## src/rtl/uart_frame_parser.sv

```systemverilog
`default_nettype none
// ============================================================================
// Module   : uart_frame_parser
// Brief    : Parses SOF/LEN/payload/CHK frames from a FWFT UART rx FIFO,
//            buffers the payload and replays it over a valid/ready stream.
// Revision : 1.0 - initial release
// ============================================================================
module uart_frame_parser #(
    parameter logic [7:0] SOF     = 8'hA5,
    parameter int         MAX_LEN = 16,
    parameter int         TO_CYC  = 1024
) (
    input  logic       clk,
    input  logic       rst,
    input  logic       rx_empty,
    input  logic [7:0] rdata,
    output logic       rd,
    output logic [7:0] out_data,
    output logic       out_valid,
    input  logic       out_ready,
    output logic       out_last,
    output logic       frame_ok,
    output logic       frame_err,
    output logic [1:0] err_code,
    output logic       busy
);

    localparam int                c_cnt_w   = $clog2(MAX_LEN + 1);
    localparam int                c_addr_w  = (MAX_LEN > 1) ? $clog2(MAX_LEN) : 1;
    localparam int                c_to_w    = $clog2(TO_CYC + 1);
    localparam logic [7:0]        c_max_len = 8'(MAX_LEN);
    localparam logic [c_to_w-1:0] c_to_last = c_to_w'(TO_CYC - 1);
    localparam logic [1:0]        c_err_len = 2'b01;
    localparam logic [1:0]        c_err_chk = 2'b10;
    localparam logic [1:0]        c_err_to  = 2'b11;

    typedef enum logic [2:0] {
        S_HUNT    = 3'd0,
        S_LEN     = 3'd1,
        S_PAYLOAD = 3'd2,
        S_CHK     = 3'd3,
        S_EMIT    = 3'd4
    } state_t;

    state_t               state_q,     state_d;
    logic [c_cnt_w-1:0]   len_q,       len_d;
    logic [c_cnt_w-1:0]   wr_idx_q,    wr_idx_d;
    logic [c_cnt_w-1:0]   rd_idx_q,    rd_idx_d;
    logic [7:0]           xor_q,       xor_d;
    logic [c_to_w-1:0]    to_cnt_q,    to_cnt_d;
    logic                 frame_ok_q,  frame_ok_d;
    logic                 frame_err_q, frame_err_d;
    logic [1:0]           err_code_q,  err_code_d;
    logic [7:0]           mem_q [MAX_LEN];
    logic                 w_buf_we;
    logic                 w_rx_state;
    logic                 w_is_last;

    assign w_rx_state = (state_q == S_HUNT) || (state_q == S_LEN) ||
                        (state_q == S_PAYLOAD) || (state_q == S_CHK);
    assign w_is_last  = (rd_idx_q == (len_q - c_cnt_w'(1)));

    always_comb begin
        rd        = !rx_empty && !rst && w_rx_state;
        out_valid = !rst && (state_q == S_EMIT);
        out_data  = out_valid ? mem_q[rd_idx_q[c_addr_w-1:0]] : 8'h00;
        out_last  = out_valid && w_is_last;
        frame_ok  = !rst && frame_ok_q;
        frame_err = !rst && frame_err_q;
        err_code  = rst ? 2'b00 : err_code_q;
        busy      = !rst && (state_q != S_HUNT);
    end

    always_comb begin
        state_d     = state_q;
        len_d       = len_q;
        wr_idx_d    = wr_idx_q;
        rd_idx_d    = rd_idx_q;
        xor_d       = xor_q;
        to_cnt_d    = '0;
        frame_ok_d  = 1'b0;
        frame_err_d = 1'b0;
        err_code_d  = err_code_q;
        w_buf_we    = 1'b0;

        case (state_q)
            S_HUNT: begin
                if (rd && (rdata == SOF)) begin
                    state_d = S_LEN;
                end
            end
            S_LEN: begin
                if (rd) begin
                    if ((rdata == 8'h00) || (rdata > c_max_len)) begin
                        frame_err_d = 1'b1;
                        err_code_d  = c_err_len;
                        state_d     = S_HUNT;
                    end else begin
                        len_d    = rdata[c_cnt_w-1:0];
                        xor_d    = rdata;
                        wr_idx_d = '0;
                        state_d  = S_PAYLOAD;
                    end
                end
            end
            S_PAYLOAD: begin
                if (rd) begin
                    w_buf_we = 1'b1;
                    xor_d    = xor_q ^ rdata;
                    if (wr_idx_q == (len_q - c_cnt_w'(1))) begin
                        state_d = S_CHK;
                    end else begin
                        wr_idx_d = wr_idx_q + c_cnt_w'(1);
                    end
                end
            end
            S_CHK: begin
                if (rd) begin
                    if (rdata == xor_q) begin
                        frame_ok_d = 1'b1;
                        rd_idx_d   = '0;
                        state_d    = S_EMIT;
                    end else begin
                        frame_err_d = 1'b1;
                        err_code_d  = c_err_chk;
                        state_d     = S_HUNT;
                    end
                end
            end
            S_EMIT: begin
                if (out_ready) begin
                    if (w_is_last) begin
                        state_d = S_HUNT;
                    end else begin
                        rd_idx_d = rd_idx_q + c_cnt_w'(1);
                    end
                end
            end
            default: begin
                state_d = S_HUNT;
            end
        endcase

        // Inter-byte timeout only while a frame is being received.
        if ((state_q == S_LEN) || (state_q == S_PAYLOAD) || (state_q == S_CHK)) begin
            if (!rd && rx_empty) begin
                if (to_cnt_q == c_to_last) begin
                    frame_err_d = 1'b1;
                    err_code_d  = c_err_to;
                    state_d     = S_HUNT;
                end else begin
                    to_cnt_d = to_cnt_q + c_to_w'(1);
                end
            end
        end
    end

    always_ff @(posedge clk) begin
        if (rst) begin
            state_q     <= S_HUNT;
            len_q       <= '0;
            wr_idx_q    <= '0;
            rd_idx_q    <= '0;
            xor_q       <= 8'h00;
            to_cnt_q    <= '0;
            frame_ok_q  <= 1'b0;
            frame_err_q <= 1'b0;
            err_code_q  <= 2'b00;
        end else begin
            state_q     <= state_d;
            len_q       <= len_d;
            wr_idx_q    <= wr_idx_d;
            rd_idx_q    <= rd_idx_d;
            xor_q       <= xor_d;
            to_cnt_q    <= to_cnt_d;
            frame_ok_q  <= frame_ok_d;
            frame_err_q <= frame_err_d;
            err_code_q  <= err_code_d;
        end
    end

    // Payload store needs no reset: it is only read back after being written.
    always_ff @(posedge clk) begin
        if (w_buf_we) begin
            mem_q[wr_idx_q[c_addr_w-1:0]] <= rdata;
        end
    end

endmodule
`default_nettype wire

```

## config.mk

```make
export PLATFORM = sky130hd
export DESIGN_NAME = uart_frame_parser
export DESIGN_NICKNAME = d
export VERILOG_FILES = /design/src/rtl/uart_frame_parser.sv
export SDC_FILE = /design/constraint.sdc
export NUM_CORES = 1
export LEC_CHECK = 0
export ABC_AREA = 1
export CORE_UTILIZATION = 35
export CTS_CLUSTER_SIZE = 16
export DETAILED_ROUTE_END_ITERATION = 7
export PLACE_DENSITY_LB_ADDON = 0.15
export SETUP_SLACK_MARGIN = 0.5
export SKIP_CTS_REPAIR_TIMING = 1
export SLEW_MARGIN = 20
export SYNTH_ARGS = -nofsm -noshare
export SYNTH_HDL_FRONTEND = slang
export SYNTH_SLANG_ARGS = --single-unit
```

## constraint.sdc

```tcl
create_clock -name clk -period 2 [get_ports clk]
set_input_delay 0.4 -clock clk [delete_from_list [all_inputs] [get_ports clk]]
set_output_delay 0.4 -clock clk [all_outputs]
set_load 0.1 [all_outputs]
```

# == Word-level counts from Yosys, hierarchy flattened ==
# Memory sizes are Yosys's and may differ from the RTL's. A register that Yosys moved wholly into a read port is not among the register bits.
# Index checks and enable logic that the tools add are counted.
# word_totals
word_cells,119
register_bits,41
ram_bits,128
latch_bits,0
rom_bits,0
memories,1
# op_classes
n_eq_ne,17
n_mul,0
addsub,4
order_cmp,1
muxes,52
reduce_logical,29
shift,0
n_bitwise,6
n_div,0
# memory_table
name,depth,word_bits,rd,rd_clocked_by_memory_dff,wr,line_no,source
mem_q,16,8,1,1,1,54,logic [7:0] mem_q [MAX_LEN];
# ops
op,count
5-bit 2-to-1 mux,8
3-bit 2-to-1 mux,11
8-bit 2-to-1 mux,4
5-bit one-hot mux with 2 select lines,2
2-bit 2-to-1 mux,9
8-bit one-hot mux with 2 select lines,1
3-bit one-hot mux with 5 select lines,1
"2-bit inequality test, second input constant",7
1-bit 2-to-1 mux,12
"11-bit by 1-bit adder with 11-bit output, second input constant",1
"11-bit by 10-bit == test with 1-bit output, second input constant",1
"5-bit by 1-bit adder with 5-bit output, second input constant",2
5-bit == test,2
5-bit AND reduction,2
1-bit logical AND,9
8-bit == test,1
"8-bit == test, second input constant",1
"8-bit by 5-bit > comparator with 1-bit output, second input constant",1
8-bit zero test,1
4-bit 2-to-1 mux,2
8-bit bitwise XOR,1
"3-bit by 2-bit == test with 1-bit output, second input constant",2
1-bit logical OR,6
1-bit NOT,5
other kinds (14),17

# == Depth between registers and ports, before layout ==
# logic_depth
ltp_word,11
ltp_mapped,13
mapped_depth_nobuf,13

# == Least setup slack after synthesis ==
# OpenSTA, ideal clock, no wires.
# synth_timing
kind,reg-to-output
startpoint,register state_q[0]
endpoint,output port out_data[6]
path_buffers,0
t_required_ns,1.600
stages_incl_launch_ff,6
arrival_time_ns,3.995
path_slack_ns,-2.395
path_cell_list,dfxtp_1 nor2_2 nand2_2 nor2_2 inv_1 a211oi_1
# synth_via
elab_chain_cells,3
# synth_lines
element,line_no,source
from (decl),45,"state_t state_q, state_d;"
from (signal assigned),170,state_q <= state_d;
3-bit == test,65,out_valid = !rst && (state_q == S_EMIT);
1-bit logical AND,65,
via out_valid,19,"output logic out_valid,"
8-bit 2-to-1 mux,66,out_data = out_valid ? mem_q[rd_idx_q[c_addr_w-1:0]] : 8'h00;
to (decl),18,"output logic [7:0] out_data,"
# The timed path passes the listed nets, and every way through them passes these cells.

==> flow_summary.yaml <==
critical_path:
  cpMostUsedCell: "buf_12"
  cp.required_ns: 1.60
  cp_cell_sequence: "buf_8 -> buf_12 -> buf_12 -> o21ai_0 -> o22ai_1 -> nand2_1 -> a31oi_4 -> buf_12"
  critPathKind: "flop to output pin"
  endpoint_kind: "output pin"
  slowest_stage: "dfxtp_4"
  slowest_delay_ns: 0.45
  reg2regPathDepth: 15
  critPathMaxFanout: 10
  cp.arrival_ns: 2.17
  startpoint_type: "flop"
global_route:
  grt_overflow: 0
  antenna_found_initial: 0
  grt_max_degree: 33
  track_usage_pct: 18.9
  grt_pass1_vias: 5844
  grt_pass1_wl_um: 31600
place:
  placed_cells: 1127
  gp_congestion: 0.841
  numPortBuffers: 27
  dp_slack_ns: -0.263
  dp_hpwl_um: 14300
clocking:
  insertion_delay_ns: 0.45
  path_clk_slew_ns: 0.07
  cts_tree: "built"
  cts_made_buffers: 17
  root_buffer: "clkbuf_16"
  htreeDepth: 4
  cts_buffer_depth: 2
  cts_sinks: 173
cells_and_area:
  fin_nets: 917
  drive_above_1_share_pct: 35.1
  multi_input_area_um2: 3260
  syn_to_final_growth_pct: 43.2
  nFillCells: 1888
  regArea_um2: 4770
  final_cells: 1186
  antennaDiodeCount: 0
detailed_routing:
  wl_um: 21400
  wl_per_cell_um: 18.0
  dr_total_vias: 6094
  drtIter0Drc: 410
  viasPerCell: 5.14
  dr.pass1.iters: 5
  drc: 0
  ant_nets: 0
timing:
  fmax_ghz: 0.389
  drv_slew: 0
  finalClockSkew_ns: 0.0142
  period_share_pct: 129
  final-setup-viol-count: 16
  tightest_slew_ns: 0.429
  finalCriticalPeriod_ns: 2.57
  timing.slew.headroom_pct: 71.3
  hold_viol_final: 0
  rsz0062_at_grt: "yes"
  layout_setup_ws_ns: -0.571
synthesis:
  ys_seq_area_share_pct: 62.2
  synthTopCellsByCount: "edfxtp_1, nor2_1, nand2_1"
  yosys_most_used_dff: "edfxtp_1"
  syn-mean-instance-area_um2: 9.85
  synthTopCellsByArea: "edfxtp_1, dfxtp_1, o21ai_0"
  postSynth.asyncResetShare_pct: 0
  syn_area_um2: 7630
  synth_edf_count: 128
  ys_seq_elements: 173
  synth_cell_type_count: 41
  ys_warn_count: 0
  synth_cells: 775
  yosysTopAreaCellShare_pct: 50.4
  synth_fp_nets: 794
  post-synth-top-area-cell: "edfxtp_1"
status:
  violations: "setup timing"
  outcome: "finished with violations"
hold_path:
  hold_class: "input pin to flop"
  hold_depth: 2
power:
  p_per_area_nw_per_um2: 680
  power.total_mw: 7.44
  ir_worst_vdd_mv: 0.552
  p_leak_nw: 3.93
floorplanning:
  pin_count: 28
  coreArea_um2: 21200
  rows: 53
  die_y_um: 150
  die_w_um: 150
  die_area_um2: 22400
  start_util_pct: 36.0
flow_run:
  drv_cap: 0
-- flip-flops by register name, summed over array words and instances, names as in the netlist, named ones only --
name and cells:
state_q 3, frame_err_q 1, len_q 5, mem_q 128, frame_ok_q 1, xor_q 8, rd_idx_q 5, to_cnt_q 11
err_code_q 2, wr_idx_q 5
-- logic make-up after synthesis --
group	after synthesis	synth area share, %
AOI/OAI and AO/OA	172	12.4
buffers and inverters	91	4.77
adders and majority gates	7	1.15
DFF	173	62.2
xor gates and xnor gates	9	1.03
and+or+nand+nor	323	18.5
-- where the power goes --
part / leakage (nW) / internal [mW] / switching, mW
combinational: 2.12 / 0.0931 / 0.146
sequential: 1.52 / 3.83 / 0.0000799
clock: 0.292 / 1.70 / 1.67
-- worst paths after layout --
check	from	to	slack (ns)
max	flop	out_data[7]	-0.57
min	rdata[0]	mem_q[12][0]	0.33
max reg2reg	len_q[0]	rd_idx_q[2]	-0.05
min reg2reg	xor_q[5]	xor_q[5]	0.47
-- stage by stage --
| stage | TNS [ns] | utilization, % | cell area [µm²] | hold WS, ns |
|---|---|---|---|---|
| 2_1_floorplan | -3.76 | - | 8070 | 0.397 |
| 3_3_place_gp | -21.66 | 44.7 | 9490 | 0.402 |
| 3_5_place_dp | -23.44 | 44.7 | 9490 | 0.441 |
| 4_1_cts | -5.99 | 47.6 | 10100 | 0.451 |
| 5_1_grt | -6.67 | 51.5 | 10900 | 0.314 |
| 6_report | -4.72 | 51.5 | 10900 | 0.328 |
-- critical path: cells and delay by family (launching register included) --
kind,cells,cell delay (ns)
and+or+nand+nor,1,0.15
buffers and inverters,4,0.58
DFF,1,0.45
AOI/OAI and AO/OA,3,0.53
-- layout by cell type (no fill, tap or decap), drive strengths merged --
cell / Yosys / layout
nor2: 136 / 136
nand2: 133 / 133
edfxtp: 128 / 128
buf: 16 / 119
o21ai: 99 / 99
inv: 59 / 66
dfxtp: 45 / 45
a21oi: 33 / 33
clkbuf: 15 / 23
o22ai: 23 / 23
nand3: 22 / 22
nand4: 12 / 12
nor3: 11 / 11
dlymetal6s2s: 0 / 9
o211ai: 7 / 7
a31oi: 7 / 7
ha: 7 / 7
clkinv: 1 / 7
xor2: 6 / 6
xnor2: 3 / 3
nor3b: 3 / 3
clkinvlp: 0 / 2
o221ai: 2 / 2
nand3b: 2 / 2
or2: 2 / 2
a211oi: 1 / 1
or3: 1 / 1
nor4: 1 / 1
clkdlybuf4s50: 0 / 1
-- metal layers --
metal	up-vias	routed length, µm	track usage (%)
met5	-	0	0
met4	0	244	6.52
met3	19	955	3.54
met2	150	11000	31.8
met1	2995	9170	24.3
li1	2930	-	-
-- layout make-up --
cell class,count,area share (%)
Clock buffer,17,3.89
Multi-Input combinational cell,511,29.8
Tap cell,275,3.15
Sequential cell,173,43.7
Clock inverter,15,1.67
Timing Repair Buffer,135,15.5
Inverter,60,2.32
Power figures use the tool's default switching activity.
